[config.mk]
export PLATFORM = sky130hd
export DESIGN_NAME = clock_gate_ctrl_flat
export DESIGN_NICKNAME = d
export VERILOG_FILES = /design/src/rtl/aes_ctrl_pkg.sv /design/src/rtl/clock_gate_ctrl_if.sv /design/src/rtl/clock_gate_ctrl.sv /design/src/flat_wrapper.sv
export SDC_FILE = /design/constraint.sdc
export NUM_CORES = 1
export LEC_CHECK = 0
export ABC_AREA = 1
export BUFFER_PORTS_ARGS = -buffer_cell sky130_fd_sc_hd__buf_2
export CAP_MARGIN = 20
export CORE_ASPECT_RATIO = 1.4
export CORE_MARGIN = 5
export CORE_UTILIZATION = 30
export DETAILED_ROUTE_END_ITERATION = 7
export GPL_ROUTABILITY_DRIVEN = 0
export SETUP_SLACK_MARGIN = 0.2
export SYNTH_ARGS = -nofsm -noshare
export SYNTH_HDL_FRONTEND = slang
export SYNTH_SLANG_ARGS = --single-unit
export TNS_END_PERCENT = 10
[constraint.sdc]
create_clock -name clk -period 1.8 [get_ports clk]
set_input_delay 0.36 -clock clk [delete_from_list [all_inputs] [get_ports clk]]
set_output_delay 0.36 -clock clk [all_outputs]
set_load 0.01 [all_outputs]
[src/rtl/aes_ctrl_pkg.sv]
// rtl/aes_ctrl_pkg.sv - shared state encoding and counter widths for the AES clock-gate controller
package aes_ctrl_pkg;

    typedef enum logic [1:0] {
        ST_GATED     = 2'd0,
        ST_WAKE      = 2'd1,
        ST_ACTIVE    = 2'd2,
        ST_IDLE_WAIT = 2'd3
    } ctrl_state_t;

    localparam int WAKE_CYCLES_MAX = 15;
    localparam int IDLE_CYCLES_MAX = 255;

    // Counters are sized for the largest legal parameter value, not the chosen one,
    // so the register map is identical across instances.
    localparam int WAKE_CNT_W  = $clog2(WAKE_CYCLES_MAX);
    localparam int IDLE_CNT_W  = $clog2(IDLE_CYCLES_MAX);
    localparam int GATED_CNT_W = 32;

endpackage

[src/rtl/clock_gate_ctrl_if.sv]
// rtl/clock_gate_ctrl_if.sv - job handshake between upstream and the gated AES core
interface clock_gate_ctrl_if;

    logic req_valid;
    logic req_ready;

    modport master (
        output req_valid,
        input  req_ready
    );

    modport slave (
        input  req_valid,
        output req_ready
    );

endinterface

[src/rtl/clock_gate_ctrl.sv]
// rtl/clock_gate_ctrl.sv - wake/idle FSM driving the enable of an external clock-gating cell
module clock_gate_ctrl
    import aes_ctrl_pkg::*;
#(
    parameter int WAKE_CYCLES = 2,
    parameter int IDLE_CYCLES = 8
) (
    input  logic                   clk,
    input  logic                   rst,
    clock_gate_ctrl_if.slave       req,
    input  logic                   core_busy,
    input  logic                   force_on,
    output logic                   gate_en,
    output logic                   clk_on,
    output logic [GATED_CNT_W-1:0] gated_cycles
);

    localparam logic [WAKE_CNT_W-1:0] WAKE_LOAD = WAKE_CNT_W'(WAKE_CYCLES - 1);
    localparam logic [IDLE_CNT_W-1:0] IDLE_LOAD = IDLE_CNT_W'(IDLE_CYCLES - 1);

    ctrl_state_t            state_q;
    ctrl_state_t            state_d;
    logic [WAKE_CNT_W-1:0]  wake_cnt_q;
    logic [WAKE_CNT_W-1:0]  wake_cnt_d;
    logic [IDLE_CNT_W-1:0]  idle_cnt_q;
    logic [IDLE_CNT_W-1:0]  idle_cnt_d;
    logic [GATED_CNT_W-1:0] gated_cnt_q;
    logic                   activity;

    // Anything that means the core must keep its clock while it is already running.
    assign activity = req.req_valid | core_busy | force_on;

    // State and counter registers; reset wins over every input.
    always_ff @(posedge clk) begin
        if (rst) begin
            state_q    <= ST_GATED;
            wake_cnt_q <= '0;
            idle_cnt_q <= '0;
        end else begin
            state_q    <= state_d;
            wake_cnt_q <= wake_cnt_d;
            idle_cnt_q <= idle_cnt_d;
        end
    end

    // Next-state logic; WAKE always runs to completion so the gated clock settles.
    always_comb begin
        state_d    = state_q;
        wake_cnt_d = wake_cnt_q;
        idle_cnt_d = idle_cnt_q;
        case (state_q)
            ST_GATED: begin
                if (req.req_valid || force_on) begin
                    state_d    = ST_WAKE;
                    wake_cnt_d = WAKE_LOAD;
                end
            end
            ST_WAKE: begin
                if (wake_cnt_q == '0) begin
                    state_d = ST_ACTIVE;
                end else begin
                    wake_cnt_d = wake_cnt_q - WAKE_CNT_W'(1);
                end
            end
            ST_ACTIVE: begin
                if (!activity) begin
                    state_d    = ST_IDLE_WAIT;
                    idle_cnt_d = IDLE_LOAD;
                end
            end
            ST_IDLE_WAIT: begin
                // Activity is checked first so it beats an expiring idle count.
                if (activity) begin
                    state_d = ST_ACTIVE;
                end else if (idle_cnt_q == '0) begin
                    state_d = ST_GATED;
                end else begin
                    idle_cnt_d = idle_cnt_q - IDLE_CNT_W'(1);
                end
            end
            default: begin
                state_d = ST_GATED;
            end
        endcase
    end

    // Saturating count of cycles spent with the clock gated.
    always_ff @(posedge clk) begin
        if (rst) begin
            gated_cnt_q <= '0;
        end else if ((state_q == ST_GATED) && (gated_cnt_q != '1)) begin
            gated_cnt_q <= gated_cnt_q + GATED_CNT_W'(1);
        end
    end

    // Outputs decode only the state register, so gate_en moves only on clk rising edges.
    assign gate_en       = (state_q != ST_GATED);
    assign req.req_ready = (state_q == ST_ACTIVE) || (state_q == ST_IDLE_WAIT);
    assign clk_on        = (state_q == ST_ACTIVE) || (state_q == ST_IDLE_WAIT);
    assign gated_cycles  = gated_cnt_q;

endmodule

[src/flat_wrapper.sv]
// flat-port wrapper written by rule: the top's interface ports become plain ports
module clock_gate_ctrl_flat import aes_ctrl_pkg::*;
#(
    parameter int WAKE_CYCLES = 2,
    parameter int IDLE_CYCLES = 8
)
  (clk, rst, core_busy, force_on, gate_en, clk_on, gated_cycles, req_req_valid, req_req_ready);
  clock_gate_ctrl_if req_i ();
  input  logic clk;
  input  logic rst;
  input  logic core_busy;
  input  logic force_on;
  output logic gate_en;
  output logic clk_on;
  output logic [GATED_CNT_W-1:0] gated_cycles;
  input wire logic [$bits(req_i.req_valid)-1:0] req_req_valid;
  output wire logic [$bits(req_i.req_ready)-1:0] req_req_ready;
  assign req_i.req_valid = req_req_valid;
  assign req_req_ready = req_i.req_ready;
  clock_gate_ctrl #(.WAKE_CYCLES(WAKE_CYCLES), .IDLE_CYCLES(IDLE_CYCLES)) u_core (.clk(clk), .rst(rst), .req(req_i), .core_busy(core_busy), .force_on(force_on), .gate_en(gate_en), .clk_on(clk_on), .gated_cycles(gated_cycles));
endmodule
==> run metrics <==
register bit total from synthesis 46; Final ANT Viol Nets 0; CP top delay family simple AND/OR/NAND/NOR gates; final instance area 3740 sq um; Power Total 2960 uW; CTS tree done; DRC violations left 0; nature of the critical path startpoint flop; P&R area growth vs syn 24.1%; CTS Root Cell clkbuf_16; count of cell types in the netlist 29; Filler Cell Count between 1,000 and 1,500; drt initial violations 151; Final Worst Setup Slack 0.114 ns; syn_nets 494; worst clock skew approximately 0.0063 ns; critical path class reg -> out; unrepaired setup endpoints after global routing true; drt pass-1 iters 4; fin crit period ~1.7 ns; total routed wirelength 8360 microns; vias approximately 3,100; Synth top area share between 30% and 40%; clock-pin slew on the worst setup and hold paths 0.06 ns; LEAKAGE 0.00164 uW; Crit path largest cell delay between 0.3 and 0.4 ns; Hold Crit Class in -> reg; Initial Util between 30 and 40%; top cells by area, synth dfxtp_1, nand2_1, nor2_1; CP max stage cell nor2_4; DP HPWL between 6000 and 7000 microns; Die Area 12,200 sq um; post-synthesis cell area around 3000 sq um; Worst-Skew Late Latency roughly 0.29 ns; Port Buffer Count 39; sequential share of the synthesized area a little under a third; layout cells sized above 1 ~22%; clock tree buffer depth 2; Slew headroom between 70 and 80%; die extent in x approximately 95 microns; CP cell instances nor2_4, inv_1, buf_2; initial antenna violation count 0; worst vdd ir 0.339 mV; cell area after placement 3540 sq um; io pins 40; outcome finished clean; Diodes inserted 0; largest net degree at the start of global routing 25; Final setup viols 0; Setup TNS 0 ns; grt ovf 0; Syn Inst Count just under 500; total CTS buffers 5; clock sinks 46; max-slew violations 0; crit end category primary output; Critical Path AT roughly 1.3 ns; layout net count approximately 560; MaxCap Viol Count 0; first-pass GRT wire length 13,900 microns; floorplan core area 9850 sq um; fmax roughly 590 MHz; Total GRT Usage roughly 14%; pwr dens 792 nW/um^2; worst path required time 1.44 ns; row cnt between 40 and 50; Slew @ Worst Pin about 0.44 ns; Via density approximately 4.6; mean post-synth cell area between 6 and 7 sq um; fin crit share a little over nine tenths; vias in the first global route about 3,000; wire length per cell between 10 and 15 microns; H-tree Lvls 2; critical path fanouts, max 11; final hold viol count 0; synth warn 0; post-synth top area cell dfxtp_1; Die Span Y around 130 microns; pre-CTS WS 0.0963 ns; worst path bufs/invs 2
layout make-up:
type / instances / area, sq um / share of cell area [%]
clock buffers: 7 / 143 / 3.82
clock inverters: 1 / 5.00 / 0.134
inverters: 52 / 200 / 5.35
multi-input cells: 374 / 1850 / 49.5
flip-flops and latches: 46 / 932 / 24.9
well taps: 135 / 169 / 4.52
repair buffers: 70 / 440 / 11.8
what timing repair did:
action / CTS / global route
pin swaps: 0 / 2
endpoints found under the setup margin: 28 / 34
setup buffers: 1 / 0
resized for setup: 1 / 12
hold buffers: 0 / 0
gates cloned: 0 / 1
flip-flops by register name, indices dropped and copies added, names as in the netlist:
name                 count
u_core.wake_cnt_q        4
u_core.idle_cnt_q        8
u_core.gated_cycles     32
u_core.state_q           2
logic make-up after synthesis:
group                    synth area share [%]
AO/OA/AOI/OAI                            10.5
adder cells (fa/ha/maj)                  2.08
XOR/XNOR                                 4.36
flip-flops                               30.6
buffers and inverters                    9.59
AND/OR/NAND/NOR                          42.9
worst reg2reg max path, delay by kind of cell, from the launching register on:
kind / cells / cell delay [ns]
AND/OR/NAND/NOR: 6 / 0.71
adder cells (fa/ha/maj): 1 / 0.16
flip-flops: 1 / 0.38
buffers and inverters: 2 / 0.22
AO/OA/AOI/OAI: 1 / 0.13
per-stage QoR:
| stage | std cells | hold slack (ns) | utilization [%] |
|---|---|---|---|
| 3_5_place_dp | 675 | 0.485 | 35.9 |
| 4_1_cts | 684 | 0.463 | 37.5 |
| 3_3_place_gp | 675 | 0.467 | 35.9 |
| 5_1_grt | 685 | 0.496 | 38.0 |
| 2_1_floorplan | 484 | 0.452 | - |
| 6_report | 685 | 0.468 | 38.0 |
power by group:
group / internal (uW) / switching [uW] / total (uW)
combinational: 302 / 550 / 852
clock: 551 / 377 / 928
sequential: 1100 / 83.8 / 1180
total: 1950 / 1010 / 2960
synthesized netlist by cell type:
cell type / number
nand2_1: 168
nor2_1: 83
inv_1: 51
dfxtp_1: 46
nand3_1: 26
a21oi_2: 19
a21oi_1: 18
nand4_1: 9
xor2_1: 9
clkbuf_1: 7
nor3_1: 7
o21ai_0: 6
xnor2_1: 6
ha_1: 5
nor2_2: 3
buf_6: 2
buf_8: 2
nand2_2: 2
nand2_4: 2
nor2_4: 2
o21bai_1: 2
or2_2: 2
a211oi_1: 1
buf_2: 1
buf_4: 1
inv_4: 1
nand2_8: 1
nor2_8: 1
o21a_1: 1
layout by cell type (no fill, tap or decap), types with 3 or more instances in the layout:
master and instances:
nand3_1 26, nor2_1 80, dfxtp_2 3, a21oi_1 18, o21ai_0 6, nor2_2 5
xor2_1 9, clkbuf_16 5, buf_2 39, buf_4 30, nand2_2 4, nor3_1 6
nor2_4 3, nand2_1 166, nand4_1 9, inv_1 51, nand2_4 3, xnor2_1 6
ha_1 4, a21oi_2 19, dfxtp_1 41
per-layer routing:
| layer | track usage (%) | vias up | part of all wire, % | wire (microns) |
|---|---|---|---|---|
| met3 | 2.40 | 23 | 3.9 | 327 |
| met2 | 26.5 | 66 | 50 | 4210 |
| met4 | 6.29 | 0 | 3.8 | 317 |
| met1 | 15.6 | 1409 | 42 | 3500 |
| met5 | 0 | - | 0 | 0 |
| li1 | - | 1636 | - | - |
worst paths after layout:
path / start / end / slack (ns) / depth (start not counted)
hold / removal: force_on / u_core.wake_cnt_q[2] / 0.47 / 4
setup reg to reg: u_core.gated_cycles[0] / u_core.gated_cycles[2] / 0.13 / 10
setup / recovery: u_core.state_q[0] / gate_en / 0.11 / 3
hold reg to reg: u_core.wake_cnt_q[1] / u_core.wake_cnt_q[1] / 0.48 / 2
Note: power is estimated with default switching activity, not from simulation.
